===== config.mk =====
export PLATFORM = sky130hd
export DESIGN_NAME = uart_level_gen_flat
export DESIGN_NICKNAME = d
export VERILOG_FILES = /design/src/rtl/uart_level_gen_pkg.sv /design/src/rtl/uart_level_gen_if.sv /design/src/rtl/uart_level_gen_hold_counter.sv /design/src/rtl/uart_level_gen.sv /design/src/flat_wrapper.sv
export SDC_FILE = /design/constraint.sdc
export NUM_CORES = 1
export LEC_CHECK = 0
export ABC_CLOCK_PERIOD_IN_PS = 4400
export CAP_MARGIN = 20
export CORE_AREA = 2 2 48 50
export DETAILED_ROUTE_END_ITERATION = 8
export DIE_AREA = 0 0 50 52
export PLACE_DENSITY = 0.64
export SETUP_SLACK_MARGIN = 0.15
export SYNTH_ARGS = -nofsm -noshare
export SYNTH_HDL_FRONTEND = slang
export SYNTH_SLANG_ARGS = --single-unit

===== constraint.sdc =====
create_clock -name i_level_gen_clk -period 4.4 [get_ports i_level_gen_clk]
set_input_delay 0.88 -clock i_level_gen_clk [delete_from_list [all_inputs] [get_ports i_level_gen_clk]]
set_output_delay 0.88 -clock i_level_gen_clk [all_outputs]
set_load 0.005 [all_outputs]

===== src/rtl/uart_level_gen_pkg.sv =====
// Shared types and constants for the UART pulse-to-level generator.
package uart_level_gen_pkg;

   // Level generator state; 2-bit encoding.
   typedef enum logic [1:0] {
      IDLE     = 2'd0,
      HOLD     = 2'd1,
      WAIT_ACK = 2'd2
   } state_t;

   // Default width of the hold-length input and down-counter.
   localparam int HOLD_W_DEF = 8;

endpackage : uart_level_gen_pkg


===== src/rtl/uart_level_gen_if.sv =====
// Event/acknowledge bundle between an event source/consumer and uart_level_gen.
// master: the side producing events and acks; slave: the level generator.
interface uart_level_gen_if
   import uart_level_gen_pkg::*;
#(
   parameter int HOLD_W = HOLD_W_DEF
) ();

   logic              i_level_gen_pulse_sig;
   logic [HOLD_W-1:0] i_level_gen_hold_len;
   logic              i_level_gen_ack;
   logic              o_level_gen_lvl_sig;
   logic              o_level_gen_done;
   logic              o_level_gen_overrun;

   modport master (
      output i_level_gen_pulse_sig,
      output i_level_gen_hold_len,
      output i_level_gen_ack,
      input  o_level_gen_lvl_sig,
      input  o_level_gen_done,
      input  o_level_gen_overrun
   );

   modport slave (
      input  i_level_gen_pulse_sig,
      input  i_level_gen_hold_len,
      input  i_level_gen_ack,
      output o_level_gen_lvl_sig,
      output o_level_gen_done,
      output o_level_gen_overrun
   );

endinterface : uart_level_gen_if


===== src/rtl/uart_level_gen_hold_counter.sv =====
// Loadable unsigned down-counter used to time the HOLD state.
// Load has priority over decrement; decrement saturates at zero.
module uart_hold_counter
   import uart_level_gen_pkg::*;
#(
   parameter int HOLD_W = HOLD_W_DEF
) (
   input  logic              i_clk,
   input  logic              i_rst,
   input  logic              i_load,
   input  logic [HOLD_W-1:0] i_load_val,
   input  logic              i_dec,
   output logic [HOLD_W-1:0] o_cnt,
   output logic              o_zero
);

   logic [HOLD_W-1:0] r_cnt;
   logic              w_zero;

   assign w_zero = (r_cnt == '0);
   assign o_cnt  = r_cnt;
   assign o_zero = w_zero;

   // Counter register: reset clears, load wins, decrement stops at zero.
   always_ff @(posedge i_clk) begin
      if (i_rst) begin
         r_cnt <= '0;
      end else if (i_load) begin
         r_cnt <= i_load_val;
      end else if (i_dec && !w_zero) begin
         r_cnt <= r_cnt - HOLD_W'(1);
      end
   end

endmodule : uart_hold_counter


===== src/rtl/uart_level_gen.sv =====
// Pulse-to-level converter: stretches a one-cycle event into a level held for
// a programmable number of cycles (hold_len) or until acknowledged (hold_len 0).
// Reports natural expiry (done) and events dropped while busy (overrun).
// Optional feature macro: UART_LEVEL_GEN_RETRIGGER_EN -- events while busy
// restart the hold instead of being dropped; overrun is then tied low.
module uart_level_gen
   import uart_level_gen_pkg::*;
#(
   parameter int HOLD_W = HOLD_W_DEF
) (
   input  logic           i_level_gen_clk,
   input  logic           i_level_gen_rst,
   uart_level_gen_if.slave bus
);

   state_t            r_state;
   state_t            w_next;
   logic              r_lvl;
   logic              r_done;
   logic              r_overrun;

   logic              w_accept;
   logic              w_drop;
   logic              w_load;
   logic              w_dec;
   logic              w_done_nxt;
   logic              w_hold_nz;
   logic [HOLD_W-1:0] w_load_val;
   logic [HOLD_W-1:0] w_cnt;
   logic              w_cnt_zero;

   assign w_hold_nz  = (bus.i_level_gen_hold_len != '0);
   assign w_load_val = bus.i_level_gen_hold_len - HOLD_W'(1);

`ifdef UART_LEVEL_GEN_RETRIGGER_EN
   assign w_accept = bus.i_level_gen_pulse_sig;
`else
   assign w_accept = bus.i_level_gen_pulse_sig && (r_state == IDLE);
`endif
   assign w_drop = bus.i_level_gen_pulse_sig && !w_accept;

   uart_hold_counter #(
      .HOLD_W (HOLD_W)
   ) u_cnt (
      .i_clk      (i_level_gen_clk),
      .i_rst      (i_level_gen_rst),
      .i_load     (w_load),
      .i_load_val (w_load_val),
      .i_dec      (w_dec),
      .o_cnt      (w_cnt),
      .o_zero     (w_cnt_zero)
   );

   // Next-state logic: an accepted event overrides ack and expiry.
   always_comb begin
      w_next     = r_state;
      w_load     = 1'b0;
      w_dec      = 1'b0;
      w_done_nxt = 1'b0;
      if (w_accept) begin
         w_next = w_hold_nz ? HOLD : WAIT_ACK;
         w_load = w_hold_nz;
      end else begin
         case (r_state)
            HOLD: begin
               if (bus.i_level_gen_ack) begin
                  w_next = IDLE;
               end else if (w_cnt_zero) begin
                  w_next     = IDLE;
                  w_done_nxt = 1'b1;
               end else begin
                  w_dec = 1'b1;
               end
            end
            WAIT_ACK: begin
               if (bus.i_level_gen_ack) begin
                  w_next = IDLE;
               end
            end
            default: begin
               w_next = r_state;
            end
         endcase
      end
   end

   // State and registered outputs; a drop beats a same-cycle ack clear.
   always_ff @(posedge i_level_gen_clk) begin
      if (i_level_gen_rst) begin
         r_state   <= IDLE;
         r_lvl     <= 1'b0;
         r_done    <= 1'b0;
         r_overrun <= 1'b0;
      end else begin
         r_state <= w_next;
         r_lvl   <= (w_next != IDLE);
         r_done  <= w_done_nxt;
`ifdef UART_LEVEL_GEN_RETRIGGER_EN
         r_overrun <= 1'b0;
`else
         if (w_drop) begin
            r_overrun <= 1'b1;
         end else if (bus.i_level_gen_ack) begin
            r_overrun <= 1'b0;
         end
`endif
      end
   end

   assign bus.o_level_gen_lvl_sig = r_lvl;
   assign bus.o_level_gen_done    = r_done;
   assign bus.o_level_gen_overrun = r_overrun;

endmodule : uart_level_gen


===== src/flat_wrapper.sv =====
// flat-port wrapper written by rule: the top's interface ports become plain ports
module uart_level_gen_flat import uart_level_gen_pkg::*;
#(
   parameter int HOLD_W = HOLD_W_DEF
)
  (i_level_gen_clk, i_level_gen_rst, bus_i_level_gen_pulse_sig, bus_i_level_gen_hold_len, bus_i_level_gen_ack, bus_o_level_gen_lvl_sig, bus_o_level_gen_done, bus_o_level_gen_overrun);
  uart_level_gen_if #(.HOLD_W(HOLD_W)) bus_i ();
  input  logic i_level_gen_clk;
  input  logic i_level_gen_rst;
  input wire logic [$bits(bus_i.i_level_gen_pulse_sig)-1:0] bus_i_level_gen_pulse_sig;
  input wire logic [$bits(bus_i.i_level_gen_hold_len)-1:0] bus_i_level_gen_hold_len;
  input wire logic [$bits(bus_i.i_level_gen_ack)-1:0] bus_i_level_gen_ack;
  output wire logic [$bits(bus_i.o_level_gen_lvl_sig)-1:0] bus_o_level_gen_lvl_sig;
  output wire logic [$bits(bus_i.o_level_gen_done)-1:0] bus_o_level_gen_done;
  output wire logic [$bits(bus_i.o_level_gen_overrun)-1:0] bus_o_level_gen_overrun;
  assign bus_i.i_level_gen_pulse_sig = bus_i_level_gen_pulse_sig;
  assign bus_i.i_level_gen_hold_len = bus_i_level_gen_hold_len;
  assign bus_i.i_level_gen_ack = bus_i_level_gen_ack;
  assign bus_o_level_gen_lvl_sig = bus_i.o_level_gen_lvl_sig;
  assign bus_o_level_gen_done = bus_i.o_level_gen_done;
  assign bus_o_level_gen_overrun = bus_i.o_level_gen_overrun;
  uart_level_gen #(.HOLD_W(HOLD_W)) u_core (.i_level_gen_clk(i_level_gen_clk), .i_level_gen_rst(i_level_gen_rst), .bus(bus_i));
endmodule

# Word level (Yosys, flattened, before mapping)

Index checks and enable logic that the tools add are counted.

Flip-flop bits (word level): 13
Input port bits: 12
Output and inout bits: 3
Word-level logic and storage cells: 38

Add/sub/neg operators: 2
Eq/ne operators: 2
Muxes and demuxes: 16
Bitwise operators: 1
Reductions and logical operators: 12

Operators with widths:

| cell                | number |
|---|---|
| $mux 8              | 2 |
| $sub 8x1->8 const B | 2 |
| $mux 2              | 5 |
| $logic_not 8->1     | 1 |
| $mux 1              | 8 |
| $reduce_bool 8->1   | 1 |
| $reduce_bool 2->1   | 3 |
| $pmux 2 s2          | 1 |
| $reduce_or 4->1     | 1 |
| $logic_and 1x1->1   | 3 |
| $eq 2x1->1 const B  | 1 |
| $eq 2x2->1 const B  | 1 |
| $logic_not 1->1     | 2 |
| $logic_not 2->1     | 1 |
| $not 1->1           | 1 |

# Depth between registers and ports, before layout

Depth after elaboration: 8
Gate-level depth with buffers: 13
Depth with buffers taken out: 11

# Hierarchy

From an unflattened synthesis, not the netlist that was laid out.

Cells, all modules: 108
Area, all modules: 933.4 um2

Modules (own cells, without submodules):

| module            | instances | cells each | area each (um2) | seq. area each (um2) |
|---|---|---|---|---|
| uart_hold_counter | 1         | 59         | 515.5           | 160.2 |
| uart_level_gen    | 1         | 49         | 417.9           | 100.1 |

# Least setup slack after synthesis

Ideal clock, no wire load.

Path type: input to register
Start point: in bus_i_level_gen_hold_len[5]
End point: reg u_core.u_cnt.r_cnt[4], in the netlist u_core.u_cnt.o_cnt[4]
Library setup time: 0.132 ns
Arrival time: 3.115 ns
Required time: 4.268 ns
Slack: 1.152 ns
Cell stages on the path: 10
Buffers on the path: 1
Cell sequence: or4_4 > o31ai_4 > buf_4 > mux2i_1 > ha_1 > inv_1 > or3_1 > or3_1 > nand3_1 > a21oi_1

Cells in the longest elaborated chain, start to end: 3
Elaborated cells between the ends (all ways): 4
Those cells by class: mux: 2; reduce/logical: 2

RTL lines:

| what                                               | line                              | text |
|---|---|---|
| start, declared                                    | flat_wrapper.sv:11                | `input wire logic [$bits(bus_i.i_level_gen_hold_len)-1:0] bus_i_level_gen_hold_len;` |
| $reduce_bool 8->1 (*)                              | uart_level_gen.sv:32              | `assign w_hold_nz = (bus.i_level_gen_hold_len != '0);` |
| $mux 1 (*)                                         | uart_level_gen.sv:60              | `if (w_accept) begin` |
| $mux 8 / $reduce_bool 2->1 (equally long branches) | n/a                               |  |
| end signal, assigned                               | uart_level_gen_hold_counter.sv:29 | `r_cnt <= i_load_val;` |
| end signal, assigned                               | uart_level_gen_hold_counter.sv:31 | `r_cnt <= r_cnt - HOLD_W'(1);` |
| end, declared                                      | uart_level_gen_hold_counter.sv:17 | `logic [HOLD_W-1:0] r_cnt;` |

Every way passes the cells marked *; elsewhere a longest branch is shown, timed or not.
A chain may end at the register's enable or synchronous reset.

# Worst setup path after layout

Ends and elaborated chain as after synthesis.

==> results.sh <==
export IMPL_dieArea_mm2=0.00260
export IMPL_multi_input_area_um2=601
export IMPL_drv_cap=0
export IMPL_portBuffers=14
export IMPL_clkTransAtPathRegs_ns=0.08
export IMPL_drtIter0Drc=32
export IMPL_path_max_fanout=6
export IMPL_status="finished, final reports clean"
export IMPL_cts_sinks=13
export IMPL_synth_nets=122
export IMPL_crit_type="primary input to flop"
export IMPL_cts_resized=0
export IMPL_finalWeightedCongestion=0.863
export IMPL_critPathLaunch="bus_i_level_gen_hold_len[5]"
export IMPL_netlist_area_um2=898
export IMPL_antenna_left=0
export IMPL_n_fill_cell=193
export IMPL_setup_tns_ns=0
export IMPL_worstPathCellList="clkdlybuf4s50_1, or4_4, o31ai_4, mux2i_1, ha_1, inv_1, or3_1, or3_1, nand3_1, a21oi_1"
export IMPL_area_sequential_um2=260
export IMPL_slew_viol_final=0
export IMPL_min_path_type="flop to flop"
export IMPL_async_flop_share_pct=0
export IMPL_synth_main_ff_cell="dfxtp_1"
export IMPL_tightest_slew_ns=0.546
export IMPL_period_minus_slack_ns=3.45
export IMPL_synth_edff_count=0
export IMPL_top_layer="met4"
export IMPL_die_h_um=52
export IMPL_avgSynthCellArea_um2=8.48
export IMPL_postCtsSetupBuffers=0
export IMPL_antenna_cells=0
export IMPL_gr_total_overflow=0
export IMPL_synth_top_cell_by_area="dfxtp_1"
export IMPL_clock_skew_ns=0.00558
export IMPL_ys_seq_elements=13
export IMPL_wl_per_cell_um=14.3
export IMPL_die_x_um=50
export IMPL_drcViolationCount=0
export IMPL_clock_root_buffer="clkbuf_4"
export IMPL_start_util_pct=42.7
export IMPL_nets=138
export IMPL_wl_met3_um=98
export IMPL_cellPowerDensity_mw_per_mm2=337
export IMPL_cts_tree="yes"
export IMPL_dr_pass1_iters=4
export IMPL_grt_pass1_wl_mm=3.73
export IMPL_period_share_pct=78.4
export IMPL_worst_ep_required_time_ns=4.55
export IMPL_grtUsageTotal_pct=19.0
export IMPL_dp_cells=145
export IMPL_grt_start_max_net_pins=14
export IMPL_slowest_stage="or4_4"
export IMPL_ys_warn_count=0
export IMPL_via_per_inst=5.85
export IMPL_vdd_drop_max_mv=0.163
export IMPL_hp_start="u_core.bus.o_level_gen_overrun"
export IMPL_fin_cells=149
export IMPL_rows=17
export IMPL_finalSetupViolCount=0
export IMPL_coreArea_mm2=0.00211
export IMPL_holdBufCountCts=0
export IMPL_cp_common_cell="or3_1"
export IMPL_num_vias=871
export IMPL_ys_top_cells_by_area="dfxtp_1, a21oi_1, ha_1"
export IMPL_hpwl_mm=1.60
export IMPL_drive_gt1_share_pct=12.4
export IMPL_rsz0062_at_grt="no"
export IMPL_p_leak_nw=0.383
export IMPL_clockBufferDepth=2
export IMPL_antenna_found_initial=0
export IMPL_htreeDepth=1
export IMPL_hold_viol_final=0
export IMPL_clk_latency_ns=0.28
export IMPL_numCtsBuffers=3
export IMPL_netlist_area_leader_share_pct=29.0
export IMPL_worstSetupEndpointType="flop"
export IMPL_worstReg2RegStart="u_core.r_state[0]"
export IMPL_ys_types=40
export IMPL_critPathMaxStageDelay_ns=0.59
export IMPL_start_kind="primary input"
export IMPL_grt_pass1_vias=840
export IMPL_io_pins=15
export IMPL_area_delta_synth_final_pct=21.2
export IMPL_syn_inst=106
export IMPL_fmax_ghz=0.290
export IMPL_arrival_ns=3.60
export IMPL_ys_seq_area_share_pct=29.0
export IMPL_wl_met1_mm=1.00
export IMPL_dr_wl_met2_mm=1.00
export IMPL_drt_total_wl_mm=2.14
export IMPL_relSlewSlack_pct=63.4
worst max-delay path: cells and delay by family:
family | cells | cell delay (ns)
AND/OR/NAND/NOR | 4 | 1.28
buffers and inverters | 2 | 0.57
AO/OA/AOI/OAI | 2 | 0.36
multiplexers | 1 | 0.28
adder cells (fa/ha/maj) | 1 | 0.22
cell usage in the layout, fill, tap and decap left out, types with 2 or more instances in the layout:
master	synthesis	final
or3_1	4	4
and2_1	2	2
mux2_2	2	2
nand2b_1	3	3
nor4_2	2	2
xnor2_1	2	2
mux2i_1	3	3
a21oi_1	11	11
dfxtp_1	13	13
nor2_1	8	8
clkdlybuf4s50_1	0	14
clkbuf_4	0	3
inv_1	5	5
o31ai_1	3	3
ha_1	4	4
or2_2	2	2
a22oi_1	2	2
a211oi_1	6	6
nand2_1	5	5
nand3_1	4	4
o21ai_0	2	2
logic make-up (layout without fill, tap and decap cells):
| logic type | Yosys count | after routing | share of synthesized area, % |
|---|---|---|---|
| DFF | 13 | 13 | 29.0 |
| muxes | 5 | 5 | 5.85 |
| AOI/OAI and AO/OA | 36 | 36 | 28.7 |
| buffers and inverters | 9 | 24 | 4.18 |
| adders and majority gates | 4 | 4 | 5.57 |
| and+or+nand+nor | 37 | 37 | 24.8 |
| xor gates and xnor gates | 2 | 2 | 1.95 |
metal layers:
layer | vias up | global-route usage, %
li1 | 435 | -
met1 | 405 | 22.8
met2 | 26 | 31.8
met3 | 5 | 3.45
met4 | 0 | 10.6
met5 | - | 0
path summary, 6_finish.rpt:
check                              endpoint  slack (ns)  depth (start not counted)
max                   u_core.u_cnt.o_cnt[4]        0.95                         10
min          u_core.bus.o_level_gen_overrun        0.47                          2
max reg2reg           u_core.u_cnt.o_cnt[4]        1.82                         11
min reg2reg  u_core.bus.o_level_gen_overrun        0.47                          2
cell usage after synthesis (all sizes together), types with 3 or more instances:
cell,instances
a211oi,6
a21oi,11
clkbuf,3
dfxtp,13
ha,4
inv,5
mux2i,3
nand2,5
nand2b,3
nand3,4
nor2,8
o21ai,3
o31ai,4
or3,4
through the flow:
stage                     total power [mW]  setup slack, ns  utilization (%)  hold WS, ns  cell area [um2]
after CTS                            0.368            0.952             51.7        0.473             1090
after floorplan                      0.249             1.15                -        0.461              898
after detailed placement             0.292            0.658             50.4        0.460             1060
after global routing                 0.396            0.814             51.7        0.523             1090
final                                0.367            0.948             51.7        0.472             1090
after global placement               0.290            0.740             50.4        0.460             1060
cell type report:
cell class	instances	area share, %
clock buffer	4	2.41
inverter	5	1.72
multi-input combinational	84	55.2
sequential	13	23.9
tap	28	3.22
timing repair buffer	15	13.6
state kept, by name, indices dropped and copies added, names as in the netlist:
register,flops
u_core.r_state,2
u_core.bus.o_level_gen_overrun,1
u_core.u_cnt.o_cnt,8
u_core.bus.o_level_gen_lvl_sig,1
u_core.bus.o_level_gen_done,1
power breakdown:
group / internal [mW] / switching (mW)
combinational: 0.0642 / 0.0798
sequential: 0.132 / 0.0145
clock: 0.0352 / 0.0412
total: 0.232 / 0.136
Note: power is estimated with default switching activity, not from simulation.
